===== src/rtl/button_step_gen_if.sv =====
// rtl/button_step_gen_if.sv - step request interface from the button front end to the selection counter
// Purpose : carries the one-cycle increment/decrement requests and the debounced
//           button levels. The button block drives it (master), the selection
//           logic samples it every cycle (slave); there is no handshake.
// Signals : inc_pulse  - one-cycle step-up request
//           dec_pulse  - one-cycle step-down request
//           up_level   - debounced up button level
//           down_level - debounced down button level
interface button_step_gen_if;
   logic inc_pulse;
   logic dec_pulse;
   logic up_level;
   logic down_level;

   modport master (output inc_pulse, output dec_pulse, output up_level, output down_level);
   modport slave  (input  inc_pulse, input  dec_pulse, input  up_level, input  down_level);
endinterface


===== src/rtl/button_step_gen.sv =====
// rtl/button_step_gen.sv - debounced up/down buttons to single-cycle step pulses with auto-repeat
// Purpose : synchronises and debounces two raw push buttons, emits one step pulse
//           per press, auto-repeats while a button is held and suppresses steps
//           while both buttons are down.
// Ports   : clk      - system clock, rising edge
//           rst_n    - asynchronous active-low reset
//           btn_up   - raw up button, active-high, asynchronous to clk
//           btn_down - raw down button, active-high, asynchronous to clk
//           step     - master side of button_step_gen_if (pulses and levels)
module button_step_gen #(
   parameter int DEBOUNCE_CYCLES = 1_000_000,
   parameter int REPEAT_DELAY    = 50_000_000,
   parameter int REPEAT_PERIOD   = 10_000_000,
   parameter bit ENABLE_REPEAT   = 1'b1
) (
   input  logic                clk,
   input  logic                rst_n,
   input  logic                btn_up,
   input  logic                btn_down,
   button_step_gen_if.master   step
);
   localparam int DB_W     = $clog2(DEBOUNCE_CYCLES);
   localparam int HOLD_MAX = (REPEAT_DELAY > REPEAT_PERIOD) ? REPEAT_DELAY : REPEAT_PERIOD;
   localparam int HOLD_W   = $clog2(HOLD_MAX);

   localparam logic [DB_W-1:0]   DB_LAST     = DB_W'(DEBOUNCE_CYCLES - 1);
   localparam logic [HOLD_W-1:0] DELAY_LAST  = HOLD_W'(REPEAT_DELAY - 1);
   localparam logic [HOLD_W-1:0] PERIOD_LAST = HOLD_W'(REPEAT_PERIOD - 1);
   localparam logic [HOLD_W-1:0] HOLD_SAT    = '1;

   typedef enum logic [1:0] {IDLE, DELAY, REPEAT, LOCK} state_t;

   // Bit 0 is the up button, bit 1 the down button throughout.
   logic [1:0] sync1, sync2;
   logic [1:0] level, level_prev, rise;

   always_ff @(posedge clk or negedge rst_n) begin
      if (!rst_n) begin
         sync1 <= 2'b00;
         sync2 <= 2'b00;
      end else begin
         sync1 <= {btn_down, btn_up};
         sync2 <= sync1;
      end
   end

   for (genvar b = 0; b < 2; b++) begin : g_db
      logic [DB_W-1:0] cnt;
      logic            lvl;

      // Any cycle agreeing with the current level restarts the run, so only
      // DEBOUNCE_CYCLES consecutive disagreeing samples flip the level.
      always_ff @(posedge clk or negedge rst_n) begin
         if (!rst_n) begin
            cnt <= '0;
            lvl <= 1'b0;
         end else if (sync2[b] == lvl) begin
            cnt <= '0;
         end else if (cnt == DB_LAST) begin
            cnt <= '0;
            lvl <= ~lvl;
         end else begin
            cnt <= cnt + 1'b1;
         end
      end

      assign level[b] = lvl;
   end

   assign rise = level & ~level_prev;

   state_t            state, state_nxt;
   logic              dir, dir_nxt;          // 0 = up, 1 = down
   logic [HOLD_W-1:0] hold_cnt;
   logic              inc_q, dec_q, inc_nxt, dec_nxt;
   logic              dir_lvl, other_rise, repeat_due;

   assign dir_lvl    = dir ? level[1] : level[0];
   assign other_rise = dir ? rise[0]  : rise[1];
   assign repeat_due = ENABLE_REPEAT &&
                       (((state == DELAY)  && (hold_cnt == DELAY_LAST)) ||
                        ((state == REPEAT) && (hold_cnt == PERIOD_LAST)));

   always_ff @(posedge clk or negedge rst_n) begin
      if (!rst_n) begin
         state      <= IDLE;
         dir        <= 1'b0;
         level_prev <= 2'b00;
         inc_q      <= 1'b0;
         dec_q      <= 1'b0;
         hold_cnt   <= '0;
      end else begin
         state      <= state_nxt;
         dir        <= dir_nxt;
         level_prev <= level;
         inc_q      <= inc_nxt;
         dec_q      <= dec_nxt;
         // Restart on every state change and on each repeat so the counter
         // always measures time since the last pulse; saturate otherwise.
         if ((state_nxt != state) || repeat_due)
            hold_cnt <= '0;
         else if (hold_cnt != HOLD_SAT)
            hold_cnt <= hold_cnt + 1'b1;
      end
   end

   always_comb begin
      state_nxt = state;
      dir_nxt   = dir;
      case (state)
         IDLE: begin
            if (&level) begin
               state_nxt = LOCK;
            end else if (rise[0]) begin
               state_nxt = DELAY;
               dir_nxt   = 1'b0;
            end else if (rise[1]) begin
               state_nxt = DELAY;
               dir_nxt   = 1'b1;
            end
         end
         DELAY, REPEAT: begin
            // A press of the opposite button outranks both release and a due repeat.
            if (other_rise)
               state_nxt = LOCK;
            else if (!dir_lvl)
               state_nxt = IDLE;
            else if (repeat_due)
               state_nxt = REPEAT;
         end
         LOCK: begin
            if (level == 2'b00)
               state_nxt = IDLE;
         end
         default: state_nxt = IDLE;
      endcase
   end

   always_comb begin
      inc_nxt = 1'b0;
      dec_nxt = 1'b0;
      case (state)
         IDLE: begin
            if (!(&level)) begin
               inc_nxt = rise[0];
               dec_nxt = rise[1] & ~rise[0];
            end
         end
         DELAY, REPEAT: begin
            if (!other_rise && dir_lvl && repeat_due) begin
               inc_nxt = ~dir;
               dec_nxt = dir;
            end
         end
         default: ;
      endcase
   end

   assign step.inc_pulse  = inc_q;
   assign step.dec_pulse  = dec_q;
   assign step.up_level   = level[0];
   assign step.down_level = level[1];
endmodule

===== src/flat_wrapper.sv =====
// flat-port wrapper written by rule: the top's interface ports become plain ports
module button_step_gen_flat 
#(
   parameter int DEBOUNCE_CYCLES = 1_000_000,
   parameter int REPEAT_DELAY    = 50_000_000,
   parameter int REPEAT_PERIOD   = 10_000_000,
   parameter bit ENABLE_REPEAT   = 1'b1
)
  (clk, rst_n, btn_up, btn_down, step_inc_pulse, step_dec_pulse, step_up_level, step_down_level);
  button_step_gen_if step_i ();
  input  logic clk;
  input  logic rst_n;
  input  logic btn_up;
  input  logic btn_down;
  output wire logic [$bits(step_i.inc_pulse)-1:0] step_inc_pulse;
  output wire logic [$bits(step_i.dec_pulse)-1:0] step_dec_pulse;
  output wire logic [$bits(step_i.up_level)-1:0] step_up_level;
  output wire logic [$bits(step_i.down_level)-1:0] step_down_level;
  assign step_inc_pulse = step_i.inc_pulse;
  assign step_dec_pulse = step_i.dec_pulse;
  assign step_up_level = step_i.up_level;
  assign step_down_level = step_i.down_level;
  button_step_gen #(.DEBOUNCE_CYCLES(DEBOUNCE_CYCLES), .REPEAT_DELAY(REPEAT_DELAY), .REPEAT_PERIOD(REPEAT_PERIOD), .ENABLE_REPEAT(ENABLE_REPEAT)) u_core (.clk(clk), .rst_n(rst_n), .btn_up(btn_up), .btn_down(btn_down), .step(step_i));
endmodule

===== config.mk =====
export PLATFORM = sky130hd
export DESIGN_NAME = button_step_gen_flat
export DESIGN_NICKNAME = d
export VERILOG_FILES = /design/src/rtl/button_step_gen_if.sv /design/src/rtl/button_step_gen.sv /design/src/flat_wrapper.sv
export SDC_FILE = /design/constraint.sdc
export NUM_CORES = 1
export LEC_CHECK = 0
export CELL_PAD_IN_SITES_DETAIL_PLACEMENT = 0
export CELL_PAD_IN_SITES_GLOBAL_PLACEMENT = 1
export CORE_MARGIN = 2
export CORE_UTILIZATION = 35
export CTS_BUF_LIST = sky130_fd_sc_hd__clkbuf_4
export DETAILED_ROUTE_END_ITERATION = 10
export GPL_TIMING_DRIVEN = 0
export MAX_ROUTING_LAYER = met4
export PLACE_DENSITY = 0.69
export SLEW_MARGIN = 20
export SYNTH_ARGS = -nofsm -noshare
export SYNTH_HDL_FRONTEND = slang
export SYNTH_SLANG_ARGS = --single-unit

===== constraint.sdc =====
create_clock -name clk -period 5.4 [get_ports clk]
set_input_delay 0.54 -clock clk [delete_from_list [all_inputs] [get_ports clk]]
set_output_delay 0.54 -clock clk [all_outputs]
set_load 0.01 [all_outputs]

**Yosys cells after proc, flatten, opt, wreduce, memory -nomap -nowiden**

Cells that the tools add are included.

- Bits in registers: 79
- Bits in latches: 0
- Memory bits (writable): 0
- Memory bits (read-only): 0
- Input port bits: 4
- Memories: 0

- Add/sub/neg operators: 3
- Multiply operators: 0
- Divide/modulo/power cells: 0
- Magnitude comparators: 0
- Equality and inequality tests: 11
- Shift operators: 0
- Muxes and demuxes: 24
- Bitwise gates (word level): 10
- Reductions and logical operators: 16

Operator list:

| operator | number |
|---|---|
| $mux 20 | 4 |
| $mux 26 | 2 |
| $add 20x1->20 const B | 2 |
| $eq 20x20->1 const B | 2 |
| $add 26x1->26 const B | 1 |
| $eq 26x24->1 const B | 1 |
| $eq 26x26->1 const B | 1 |
| $ne 26x26->1 const B | 1 |
| $mux 2 | 7 |
| $mux 1 | 8 |
| $not 1->1 | 7 |
| $pmux 2 s3 | 1 |
| $reduce_and 2->1 | 3 |
| $eq 2x2->1 const B | 2 |
| $logic_and 1x1->1 | 4 |
| $logic_not 2->1 | 2 |
| $pmux 1 s2 | 2 |
| $reduce_bool 2->1 | 2 |
| $reduce_and 3->1 | 1 |
| $and 2x2->2 | 1 |
| $eq 1x1->1 | 2 |
| $eq 2x1->1 const B | 1 |
| $logic_or 1x1->1 | 2 |
| $ne 2x2->1 | 1 |
| 4 further kinds | 4 |

**Logic depth before layout (Yosys ltp)**

- Depth after elaboration: 10
- Gate-level depth with buffers: 11
- Depth with buffers taken out: 9

**Least setup slack after synthesis**

OpenSTA, ideal clock, no wires.

- Path kind: register to register
- Start point: register u_core.state[1]
- End point: register u_core.hold_cnt[12]
- Library setup time: 71 ps
- Arrival time: 2053 ps
- Slack: 3275 ps
- Cell stages (with the launch flop): 11
- Period minus slack after synthesis: 2125 ps
- Cells stage by stage: dfrtp_1 clkbuf_1 inv_1 ha_1 nand3_1 o41ai_2 nor3b_2 mux2i_1 o21ai_4 buf_6 nor2_1

- Cells in the longest elaborated chain, start to end: 10
- Elaborated cells on any way between the ends: 20
- Classes of those cells: eq/ne: 4; mux: 9; reduce/logical: 7

Ends and longest elaborated chain:

| what | line | source |
|---|---|---|
| start, declared | button_step_gen.sv:72 | `state_t state, state_nxt;` |
| start signal, assigned | button_step_gen.sv:93 | `state <= state_nxt;` |
| $eq 2x1->1 / $eq 2x2->1 (equally long branches) | button_step_gen.sv:81, button_step_gen.sv:110, button_step_gen.sv:82 |  |
| $logic_and 1x1->1, on equally long branches | button_step_gen.sv:81, button_step_gen.sv:82 |  |
| $logic_or 1x1->1 | button_step_gen.sv:81 | `(((state == DELAY) && (hold_cnt == DELAY_LAST)) \|\|` |
| $mux 2 | button_step_gen.sv:128 | `else if (repeat_due)` |
| $mux 2 | button_step_gen.sv:126 | `else if (!dir_lvl)` |
| $mux 2 | button_step_gen.sv:124 | `if (other_rise)` |
| $pmux 2 s3 | button_step_gen.sv:110 | `case (state)` |
| $ne 2x2->1 | button_step_gen.sv:100 | `if ((state_nxt != state) \|\| repeat_due)` |
| $logic_or 1x1->1 * | button_step_gen.sv:100 |  |
| $mux 26 / $reduce_bool 2->1 (equally long branches) | n/a |  |
| end signal, assigned | button_step_gen.sv:103 | `hold_cnt <= hold_cnt + 1'b1;` |
| end, declared | button_step_gen.sv:74 | `logic [HOLD_W-1:0] hold_cnt;` |

Every way passes the cells marked *; elsewhere a longest branch is shown, timed or not.
A chain may end at the register's enable or synchronous reset.

**Final worst setup path**

- Start point: register u_core.state[1]
- End point: register u_core.hold_cnt[17]

Same word-level chain as after synthesis.

==> metrics.md <==
| Metric | Value |
|---|---|
| Vias | about 3000 |
| Mapped cell area | ~4100 µm² |
| Clock Power Share | about a third |
| Final hold violation count | 0 |
| TritonRoute pass-1 iters | 4 |
| Final wirelength | 7950 µm |
| Sw frac | 23.2% |
| Worst hold path class | primary input to asynchronous set/reset pin |
| CP Data Arrival Time | 2.90 ns |
| # nets final | 460 |
| Critical Path RT | roughly 5.7 ns |
| Die area | roughly 13000 µm² |
| Combinational fraction of design power | under 10% |
| Max-Cap Viols | 0 |
| # IOs | 8 |
| YS warnings | 0 |
| Layout Area Growth over Synthesis | 9.70% |
| Core ar. | 11400 µm² |
| First-pass GRT wire length | 14500 µm |
| Internal | between 0.7 and 0.8 mW |
| Vias in the first global route | 3018 |
| Final Skew | 0.00954 ns |
| LEAKAGE | roughly 1.9 nW |
| Cells on worst reg2reg path | 10 |
| Placed cell areas | between 4000 and 5000 µm² |
| FF+latch area | between 1500 and 2000 µm² |
| Slew @ Worst Pin | 0.634 ns |
| Iteration-0 DRC count of the detailed router | 224 |
| Vias per cell | about 5.1 |
| Synthesized instance count | 430 |
| Most frequent cells in the layout | nor2_1, dfrtp_1, xor2_1 |
| RSZ-0062 raised after global routing | false |
| Critical path type | flop to flop |
| Starting Density | 35.9% |
| Worst path slowest cell | dfrtp_1 |
| ANT cells | 0 |
| Number of synthesized flops with an enable pin | 0 |
| Multi-input logic area | approximately 2000 µm² |
| Psw | 0.224 mW |
| Crit path cell chain | clkbuf_1 -> inv_1 -> ha_1 -> clkbuf_1 -> nor2_1 -> a21boi_0 -> o2bb2ai_1 -> o21ai_4 -> buf_6 -> nor2_1 |
| Slew Viols, Final | 0 |
| Postcts setup bufs | 0 |
| Clock Pin Slew Worst Setup and Hold Paths | between 0.1 and 0.15 ns |
| GRT overflow | 0 |
| Syn avg cell area | ~9.5 µm² |
| Max_slew headroom | between 50% and 60% |
| Status | finished, final reports clean |
| Number of distinct library cells after synthesis | 49 |
| Finished Core Util | ~39% |
| Min cycle time layout | around 2.6 ns |
| FF+latch count, synth | 79 |
| Crit-path max FO | 10 |
| Final setup TNS | 0 ns |
| # resized after CTS | 0 |
| # hold bufs at CTS | 0 |
| Share of cells above drive strength 1 | about 6.6% |
| Most common cell after layout, fill and taps aside | nor2_1 |
| Net count after synthesis | roughly 440 |
| Worst path max stage delay | around 0.4 ns |
| TritonCTS clock tree | done |
| Post-synth top flop | dfrtp_1 |
| Tcrit/Tclk final | a little under half |
| Sink Count | 79 |
| Post-synthesis sequential area ratio | 48.2% |
| Total GRT Usage | between 10 and 15% |
| CTS root buffer | clkbuf_4 |
| Post-DP HPWL | 5620 µm |
| Filler Cell Count | roughly 1200 |
| Asr flop ratio synth | 100% |
| Power per cell area | around 210 nW/µm² |
| CTS max path bufs | 2 |
| CTS buffer count | 9 |
| Clock insertion delay at the later pin of the skew report | 0.42 ns |
| CP Launch Type | flop |
| Tot Pwr | 0.966 mW |
| I/O Buffers | 7 |
| Per-cell routed wire length | 13.3 µm |
| Initial antenna violation count | 0 |
| Chip height | around 110 µm |
| Peak supply drop | roughly 0.15 mV |
| Final Hold Slack | approximately 0.13 ns |
| Sequential power share | roughly 62% |
| Achievable Freq | between 0.3 and 0.4 GHz |
| Final setup vio count | 0 |
| Die X | about 110 µm |
| Crit path capture type | flop |
| Global placer's final weighted congestion | about 0.80 |
| Antenna-violating nets left | 0 |
| Row count | 39 |
| DRC viols | 0 |
| H-tree levels | 3 |
| Design area | approximately 4500 µm² |
| Largest net degree at the start of global routing | 48 |
-- area by class of cell --
class	instances	share of cell area, %
Buffer	11	1.31
Clock buffer	9	1.50
Clock inverter	7	1.42
Inverter	10	0.834
Multi-Input combinational cell	330	45.1
Sequential cell	79	43.9
Tap cell	143	3.98
Timing Repair Buffer	8	1.95
-- metal layers --
layer	vias to the layer above	track usage, %	part of all wire, %
met4	0	3.17	0.92
met1	1472	19.3	50
met5	-	-	0
li1	1526	-	-
met2	35	21.8	46
met3	6	4.21	3.0
-- sequential cells by signal, summed over array words and instances (netlist names) --
name	flops
u_core.step.up_level	1
u_core.step.down_level	1
u_core.sync1	2
u_core.g_db.cnt	40
u_core.step.inc_pulse	1
u_core.hold_cnt	26
u_core.level_prev	2
u_core.sync2	2
u_core.step.dec_pulse	1
u_core.dir	1
u_core.state	2
-- worst max-delay path: cells and delay by family (launching register included) --
family	cells	cell delay (ns)
AOI/OAI and AO/OA	3	0.72
adders and majority gates	1	0.20
DFF	1	0.40
buffers and inverters	4	0.83
and+or+nand+nor	2	0.33
-- power by group through the flow --
| stage | Clock [mW] | Sequential [mW] | Combinational [mW] |
|---|---|---|---|
| 4_1_cts | 0.356 | 0.601 | 0.0300 |
| 3_5_place_dp | 0 | 0.613 | 0.0299 |
| 2_1_floorplan | 0 | 0.612 | 0.0106 |
| 3_3_place_gp | 0 | 0.613 | 0.0277 |
| 6_report | 0.336 | 0.601 | 0.0284 |
| 5_1_grt | 0.380 | 0.603 | 0.0338 |
-- stage by stage --
stage | setup WS (ns) | instances
CTS | 2.86 | 597
floorplan | 3.28 | 430
finish | 2.82 | 597
global route | 2.62 | 597
detailed placement | 2.87 | 581
global placement | 0.896 | 580
-- synth_stat cells, types with 2 or more instances --
library cell,n,area share (%)
nor2_1,84,7.7
dfrtp_1,79,48
xor2_1,37,7.9
nand2_1,32,2.9
nand3_1,30,3.7
xnor2_1,19,4.1
nand4_1,14,2.1
o21ai_0,14,1.7
and3_1,13,2.0
a21oi_1,12,1.5
inv_1,10,0.92
clkbuf_1,7,0.64
ha_1,7,2.1
or3_1,7,1.1
nor3_1,6,0.73
and4_1,5,1.1
mux2i_1,4,0.98
nand2b_1,4,0.61
nor4_1,4,0.61
nor4b_1,4,0.85
a21boi_0,2,0.37
a31oi_1,2,0.31
buf_2,2,0.24
buf_6,2,0.55
nand3b_1,2,0.37
nor3b_1,2,0.37
nor4bb_1,2,0.49
o211ai_1,2,0.37
o21ai_1,2,0.24
-- cell families after synthesis --
| family | Yosys count | synth area share, % |
|---|---|---|
| and+or+nand+nor | 221 | 27.6 |
| DFF | 79 | 48.2 |
| xor gates and xnor gates | 56 | 12.0 |
| AOI/OAI and AO/OA | 41 | 6.50 |
| buffers and inverters | 21 | 2.35 |
| adders and majority gates | 7 | 2.14 |
| muxes | 5 | 1.25 |
-- path summary, 6_finish.rpt --
check                           slack [ns]                         endpoint                 startpoint
worst max-delay path                  2.82  u_core.hold_cnt[17]$_DFFE_PN0P_  u_core.state[1]$_DFF_PN0_
worst min-delay path                  0.13   u_core.hold_cnt[8]$_DFFE_PN0P_                      rst_n
worst max register to register        2.82  u_core.hold_cnt[17]$_DFFE_PN0P_  u_core.state[1]$_DFF_PN0_
worst min register to register        0.36        u_core.sync2[1]$_DFF_PN0_  u_core.sync1[1]$_DFF_PN0_
max in group asynchronous             4.66  u_core.g_db[1].cnt[0]$_DFF_PN0_                      rst_n
min in group clk                      0.36        u_core.sync2[1]$_DFF_PN0_  u_core.sync1[1]$_DFF_PN0_
Power figures use the tool's default switching activity.
